### src/rtl/add_1bit_half.sv
// Single-bit half adder with an optional valid-qualified output pipeline
// and saturating sample/carry statistics counters.
module add_1bit_half #(
  parameter int LATENCY   = 1,
  parameter int CNT_WIDTH = 16
) (
  input  logic                 clk,
  input  logic                 reset,
  input  logic                 A,
  input  logic                 B,
  input  logic                 in_valid,
  input  logic                 clr_cnt,
  output logic                 O,
  output logic                 C,
  output logic                 out_valid,
  output logic [CNT_WIDTH-1:0] vld_count,
  output logic [CNT_WIDTH-1:0] carry_count
);

  localparam logic [CNT_WIDTH-1:0] CNT_MAX = '1;
  localparam logic [CNT_WIDTH-1:0] CNT_ONE = CNT_WIDTH'(1);

  if (LATENCY < 0 || LATENCY > 4) begin : g_bad_latency
    $error("add_1bit_half: LATENCY must be 0..4");
  end

  if (CNT_WIDTH < 2 || CNT_WIDTH > 32) begin : g_bad_cnt_width
    $error("add_1bit_half: CNT_WIDTH must be 2..32");
  end

  logic sum_c;
  logic carry_c;

  assign sum_c   = A ^ B;
  assign carry_c = A & B;

  if (LATENCY == 0) begin : g_comb
    assign O         = sum_c;
    assign C         = carry_c;
    assign out_valid = in_valid;
  end else begin : g_pipe
    logic [LATENCY-1:0] o_q;
    logic [LATENCY-1:0] c_q;
    logic [LATENCY-1:0] v_q;

    // Free-running shift chain; in_valid only rides along as a tag.
    always_ff @(posedge clk) begin
      if (reset) begin
        o_q <= '0;
        c_q <= '0;
        v_q <= '0;
      end else begin
        o_q[0] <= sum_c;
        c_q[0] <= carry_c;
        v_q[0] <= in_valid;
        for (int i = 1; i < LATENCY; i++) begin
          o_q[i] <= o_q[i-1];
          c_q[i] <= c_q[i-1];
          v_q[i] <= v_q[i-1];
        end
      end
    end

    assign O         = o_q[LATENCY-1];
    assign C         = c_q[LATENCY-1];
    assign out_valid = v_q[LATENCY-1];
  end

  // Counters sit at the acceptance stage and saturate instead of wrapping.
  always_ff @(posedge clk) begin
    if (reset || clr_cnt) begin
      vld_count   <= '0;
      carry_count <= '0;
    end else begin
      if (in_valid && vld_count != CNT_MAX) begin
        vld_count <= vld_count + CNT_ONE;
      end
      if (in_valid && carry_c && carry_count != CNT_MAX) begin
        carry_count <= carry_count + CNT_ONE;
      end
    end
  end

endmodule

### config.mk
export PLATFORM = sky130hd
export DESIGN_NAME = add_1bit_half
export DESIGN_NICKNAME = d
export VERILOG_FILES = /design/src/rtl/add_1bit_half.sv
export SDC_FILE = /design/constraint.sdc
export NUM_CORES = 1
export LEC_CHECK = 0
export ABC_CLOCK_PERIOD_IN_PS = 3400
export CAP_MARGIN = 20
export CORE_MARGIN = 3
export CORE_UTILIZATION = 35
export DETAILED_ROUTE_END_ITERATION = 8
export GPL_ROUTABILITY_DRIVEN = 0
export GPL_TIMING_DRIVEN = 1
export RECOVER_POWER = 50
export SYNTH_ARGS = -nofsm -noshare
export SYNTH_HDL_FRONTEND = slang
export SYNTH_SLANG_ARGS = --single-unit
### constraint.sdc
create_clock -name clk -period 3.4 [get_ports clk]
set_input_delay 0.34 -clock clk [delete_from_list [all_inputs] [get_ports clk]]
set_output_delay 0.34 -clock clk [all_outputs]
set_load 0.05 [all_outputs]
# ---- After elaboration in Yosys (flattened, before gate mapping)
# Cells that the tools add are included.
dict set report word_totals {
  out_inout_bits 35
  ff_bits 35
}
dict set report classes {
  addsub 2
  bitwise_logic 2
  reduce_logical 4
  eq_ne 2
}
# cell count
set op_table {}
lappend op_table {{adder 16 x 1 -> 16 bit, second input constant} 2}
lappend op_table {{inequality test 16 bit, second input constant} 2}
lappend op_table {{logical AND 1 bit} 3}
lappend op_table {{bitwise AND 1 bit} 1}
lappend op_table {{logical OR 1 bit} 1}
lappend op_table {{bitwise XOR 1 bit} 1}

# ---- Logic depth before layout (Yosys ltp)
# Gate-level depths: netlist of the first run.
dict set report logic_depth {
  word_depth 3
  ltp_mapped 5
}

# ---- Worst setup path before layout of the first run
# OpenSTA, ideal clock, no wires.
dict set report synth_timing {
  path_kind {register to register}
  start {register vld_count[0]}
  end {register vld_count[2]}
  slack_ns 1.200
  path_buffers 0
  arrival_ns 2.131
  stages_incl_launch_ff 6
  setup_time_ns 0.070
  path_cell_list {dfxtp_1 > ha_1 > nand4_1 > nor4_1 > o21ai_0 > a21oi_1}
}
dict set report synth_between {
  elab_chain_cells 2
}
# element line
set synth_lines {}
lappend synth_lines {{start: declaration} 16} ;# output logic [CNT_WIDTH-1:0] vld_count,
lappend synth_lines {{start signal: assignment} 76} ;# vld_count <= vld_count + CNT_ONE;
lappend synth_lines {{branches (longest 2 deep; another with adder 16 x 1 -> 16 bit)} n/a}
# Parallel ways; which one is timed is not known.
# A chain may end at the register's enable or synchronous reset.

# ---- Worst setup path in the final report of the first run
dict set report layout_timing {
  start {input in_valid}
  end {register vld_count[15]}
}
dict set report layout_between {
  elab_chain_cells 1
}
# element line
set layout_lines {}
lappend layout_lines {{start: declaration} 11} ;# input logic in_valid,
lappend layout_lines {{logical AND 1 bit} 75} ;# if (in_valid && vld_count != CNT_MAX) begin
# Every way passes these cells.

==> results of run 1 <==
## worst max-delay path by stage
stage                  from       endpoint  slack, ns
2_1_floorplan  vld_count[0]   vld_count[2]       1.20
3_3_place_gp       in_valid  vld_count[13]       0.98
3_5_place_dp       in_valid  vld_count[13]       0.93
4_1_cts            in_valid  vld_count[15]       1.20
5_1_grt            in_valid  vld_count[15]       0.98
6_report           in_valid  vld_count[15]       1.13
## per-layer routing
layer	vias up	track usage [%]	share of wire [%]
met4	0	5.825	1.7
met2	43	21.48	43
met3	5	4.749	4.7
met5	-	0	0
met1	830	22.98	51
li1	859	-	-
## state kept, by name, indices dropped and copies added, names as in the netlist
register     count
C                1
O                1
carry_count     16
out_valid        1
vld_count       16
## stage by stage
stage	utilization, %	power, mW	hold slack [ns]
2_1_floorplan	-	0.4522	0.4116
3_3_place_gp	47.16	0.4656	0.4849
3_5_place_dp	47.16	0.4653	0.4946
4_1_cts	49.75	0.8574	0.5142
5_1_grt	49.83	0.8773	0.5373
6_report	49.83	0.8420	0.5112
## layout make-up
class                      count  area [µm²]  area share [%]
sequential                    35       700.7           31.01
multi-input combinational    151       929.6           41.14
tap                           65       81.33           3.599
timing repair buffer          42       411.6           18.22
clock inverter                 2       35.03           1.550
clock buffer                   6       82.58           3.654
inverter                       5       18.77          0.8306
## cell usage after synthesis (2+ instances only)
cell type	count
a211oi_1	3
a21oi_1	17
a31oi_1	7
and3_1	2
and4_1	5
buf_6	2
clkbuf_2	2
dfxtp_1	35
ha_1	3
inv_1	5
nand2_1	15
nand3_1	10
nand4_1	8
nor2_1	11
nor2b_1	3
nor3_1	3
nor4_1	5
o211ai_1	2
o21ai_0	12
o31ai_1	8
o41ai_1	3
or2_2	2
or3_1	9
or4_1	9
xor2_1	2
## power by group through the flow
stage	logic (mW)	clock network [mW]	registers, mW
6_report	0.0392	0.388	0.415
5_1_grt	0.0433	0.419	0.415
4_1_cts	0.0410	0.401	0.415
3_5_place_dp	0.0408	0	0.425
2_1_floorplan	0.0169	0	0.435
3_3_place_gp	0.0410	0	0.425
## logic make-up (layout without fill, tap and decap cells)
| group | Yosys count | after routing | synth area share, % |
|---|---|---|---|
| buffers and inverters | 12 | 55 | 4.331 |
| multiplexers | 1 | 1 | 0.5874 |
| AND/OR/NAND/NOR | 88 | 88 | 29.81 |
| AO/OA/AOI/OAI | 57 | 57 | 20.93 |
| adder cells (fa/ha/maj) | 3 | 3 | 2.203 |
| XOR/XNOR | 2 | 2 | 1.028 |
| flip-flops | 35 | 35 | 41.12 |
## worst min-delay path, cell delays in order, from the launching register on
cell	delay (ns)
dfxtp_1	0.34
o31ai_1	0.07
a21oi_1	0.05
==> results.toml, run 1 <==
[power_and_ir_drop]
p_comb_share_pct = 4.7
pwr_density_cell_nw_per_um2 = 372.6
p_int_mw = 0.6632
leakagePower_nw = 0.7581
p_clk_share_pct = 46.1
power_frac_seq_pct = 49.3
netSwitchingPower_mw = 0.1788
swShare_pct = 21.23
max-vdd-ir-drop_mv = 0.1607

[placed_design]
numPortBuffers = 40
dp_hpwl_um = 2980
placed_cell_area_um2 = 2138
pre_cts_slack_ns = 0.9325
place_inst = 297

[cts]
cts_resized = 0
cts_made_buffers = 5
cts_max_level = 2
cts_tree = "built"
clkSlewWorstSetupHoldPaths_ns = 0.07
cts_hold_buf = 0
cts.sinks = 35
clock-root-buffer = "clkbuf_8"
cts_max_path_buffers = 2
clk-insertion-delay-late_ns = 0.29
postCtsSetupBuffers = 0

[critical_path]
end_kind = "flip-flop"
crit_top_cell = "or4_1"
path_depth = 5
rr_worst_depth = 6
start_kind = "input pin"
max_stage_delay_ns = 0.75
critPathKind = "in -> reg"
critPathArrivalTime_ns = 2.49
r2r-end = "vld_count[7]"
r2r_setup_slack_ns = 1.34
r2r-start = "vld_count[0]"
crit_buf_inv = 1
crit_required_ns = 3.62
path_delay_family = "simple AND/OR/NAND/NOR gates"
cp_slowest_cell = "dlygate4sd3_1"
cp_max_fo = 11
path_cells = "dlygate4sd3_1, nand3_1, or4_1, or4_1, a21oi_1"

[synthesis]
syn-num-nets = 207
yosysWarnings = 0
synth_area_um2 = 1704
synth_top_cell_area_share_pct = 41.12
yosysSeqAreaShare_pct = 41.12
yosys-top-cells-area = "dfxtp_1, a21oi_1, or4_1, o21ai_0, o31ai_1"
synthCells = 198
async_flop_share_pct = 0
synth_cell_types = 40
avgSynthCellArea_um2 = 8.607
ys.flop_type = "dfxtp_1"
yosys.area.top_type = "dfxtp_1"
ys_ff_latch = 35
synth_edf_count = 0

[hold_path]
min_from = "vld_count[15]"
worstHoldEndpoint = "vld_count[15]"
hold_depth = 2
hold_class = "reg -> reg"

[final_layout]
finish.instance_area_um2 = 2260
mostFrequentLayoutCell = "dfxtp_1"
layout_common_cells = "dfxtp_1, dlygate4sd3_1, a21oi_1, clkdlybuf4s50_1, nand2_1"
fill_cells = 447
instances_no_fill = 306
n_antenna_cell = 0
area_growth_pct = 32.60
finalNetCount = 249
drive_gt1_share_pct = 6.639

[timing]
setup_slack_ns = 1.126
worst_pin_slew_ns = 0.6968
finalSetupViolCount = 0
drv_slew = 0
fin_crit_sh_pct = 66.87
setup-tns-final_ns = 0
hold_viol_final = 0
grt_setup_unrepaired = "no"
fin_skew_ns = 0.006212
min_period_ns = 2.274
timing.slew.headroom_pct = 53.12
fmax_ghz = 0.4398

[routing]
ant_nets = 0
vias_per_cell = 5.676
drtIter0Drc = 91
num_vias = 1737
firstDrtPassIters = 4
drt_wl_total_um = 4195
post_drt_wl_per_cell_um = 13.71
route.detailed.drc = 0

[run_status]
outcome = "completed"

[floorplanning]
floorplan.die_area_um2 = 5742
die_h_um = 75.78
ios = 41
placementRows = 24
core-area_um2 = 4534
die_w_um = 75.78
initial_core_util_pct = 37.58

[global_routing]
grt_max_degree = 28
grt_usage_pct = 15.74
grt_pass1_wl_um = 6893
grt_pass1_vias = 1459
antenna_found_initial = 0
grt_remaining_overflow = 0

[flow_run]
maxCapViolCount = 0
No activity file was read; power rests on OpenSTA's default activity.
==> run 2, diff against run 1 <==
Settings changed: ABC_CLOCK_PERIOD_IN_PS 3400 to 2100.
Clock period 3.4 ns to 2.1 ns, I/O delays scaled along.
==> results.toml, run 2 (synthesis gave the netlist of run 1 again) <==
[final_layout]
fill_cells = 443
multiInputGateArea_um2 = 935.9
layout_common_cells = "dfxtp_1, clkdlybuf4s50_1, a21oi_1"
mostFrequentLayoutCell = "dfxtp_1"
finish.instance_area_um2 = 2335
finalNetCount = 261
reg_top3 = "carry_count: 16 flops, vld_count: 16 flops"
drive_gt1_share_pct = 12.25
n_antenna_cell = 0
area_growth_pct = 37.00
regArea_um2 = 708.2

[critical_path]
critPathArrivalTime_ns = 2.03
path_depth = 4
cp_max_fo = 7
crit_buf_inv = 0
cp_slowest_cell = "or4_1"
critPathKind = "reg -> reg"
end_kind = "flip-flop"
start_kind = "flip-flop"
crit_path_start = "carry_count[8]"
path_delay_family = "simple AND/OR/NAND/NOR gates"
crit_required_ns = 2.32
max_stage_delay_ns = 0.48
r2r-start = "carry_count[8]"
path_cells = "nand4_1, or3_1, or4_1, a21oi_1"
rr_worst_depth = 4

[hold_path]
min_from = "vld_count[7]"
hold_depth = 1
hold_class = "reg -> reg"

[routing]
num_vias = 1695
drtIter0Drc = 96
route.detailed.drc = 0
post_drt_wl_per_cell_um = 13.77
drt_wl_total_um = 4378
firstDrtPassIters = 4
ant_nets = 0
vias_per_cell = 5.330

[floorplanning]
die_w_um = 75.78
die_h_um = 75.78
core-area_um2 = 4534
placementRows = 24
floorplan.die_area_um2 = 5742
initial_core_util_pct = 37.58
ios = 41

[placed_design]
dp_hpwl_um = 3139
placed_cell_area_um2 = 2256
numPortBuffers = 40

[timing]
fin_skew_ns = 0.003153
setup-tns-final_ns = 0
worst_pin_slew_ns = 0.5175
timing.slew.headroom_pct = 65.18
fin_crit_sh_pct = 86.61
hold_viol_final = 0
grt_setup_unrepaired = "no"
fmax_ghz = 0.5498
drv_slew = 0
min_period_ns = 1.819
finalSetupViolCount = 0

[cts]
cts_hold_buf = 0
clkSlewWorstSetupHoldPaths_ns = 0.07
cts_made_buffers = 5
clk-insertion-delay-late_ns = 0.28
cts_tree = "built"
cts_max_level = 2
cts.sinks = 35
cts_resized = 0
cts_max_path_buffers = 2
clock-root-buffer = "clkbuf_8"
postCtsSetupBuffers = 0

[power_and_ir_drop]
leakagePower_nw = 0.7763
max-vdd-ir-drop_mv = 0.3565
pwr_density_cell_nw_per_um2 = 549.9

[flow_run]
maxCapViolCount = 0

[global_routing]
grt_pass1_vias = 1522
antenna_found_initial = 0
grt_max_degree = 21
grt_usage_pct = 16.34
grt_pass1_wl_um = 7251
grt_remaining_overflow = 0

[run_status]
outcome = "completed"
-- run 2: cell types whose count changed in the layout (fill, tap and decap cells not counted), moves of 4 or more --
cell | previous run | this run
clkdlybuf4s50_1 | 17 | 24
buf_4 | 1 | 10
clkbuf_1 | 1 | 5
dlygate4sd3_1 | 23 | 16
dfxtp_2 | 0 | 6
dfxtp_1 | 35 | 29
-- run 2: per-layer routing --
metal / wire, µm / vias up / global-route usage (%) / share of wire (%)
li1: - / 883 / - / -
met1: 2273 / 780 / 24.06 / 52
met2: 1919 / 28 / 23.00 / 44
met3: 146 / 4 / 3.826 / 3.3
met4: 39 / 0 / 5.825 / 0.89
met5: 0 / - / 0 / 0
-- run 2: stage by stage --
step / hold slack [ns] / power (mW) / setup slack, ns / instances / util (%)
after CTS: 0.4904 / 1.310 / 0.2811 / 318 / 51.96
final: 0.4897 / 1.284 / 0.2812 / 318 / 51.49
after floorplan: 0.2816 / 0.7320 / 0.005123 / 198 / -
after global placement: 0.4799 / 0.7619 / 0.06540 / 310 / 49.75
after global routing: 0.5180 / 1.342 / 0.08803 / 318 / 51.49
after detailed placement: 0.4789 / 0.7621 / 0.04999 / 310 / 49.75
-- run 2: layout make-up --
class,instances,area share (%)
Inverter,5,0.8039
Timing Repair Buffer,54,21.01
Tap cell,65,3.483
Multi-Input combinational cell,151,40.09
Sequential cell,35,30.33
Clock buffer,8,4.287
-- run 2: worst paths after layout --
| kind | endpoint | slack [ns] |
|---|---|---|
| hold reg to reg | vld_count[7] | 0.49 |
| hold / removal | vld_count[7] | 0.49 |
| setup / recovery | carry_count[13] | 0.28 |
| setup reg to reg | carry_count[13] | 0.28 |
-- run 2: where the power goes --
part	internal (mW)	switching [mW]	total [mW]
registers	0.668	0.00303	0.671
clock network	0.300	0.241	0.540
logic	0.0272	0.0448	0.0720
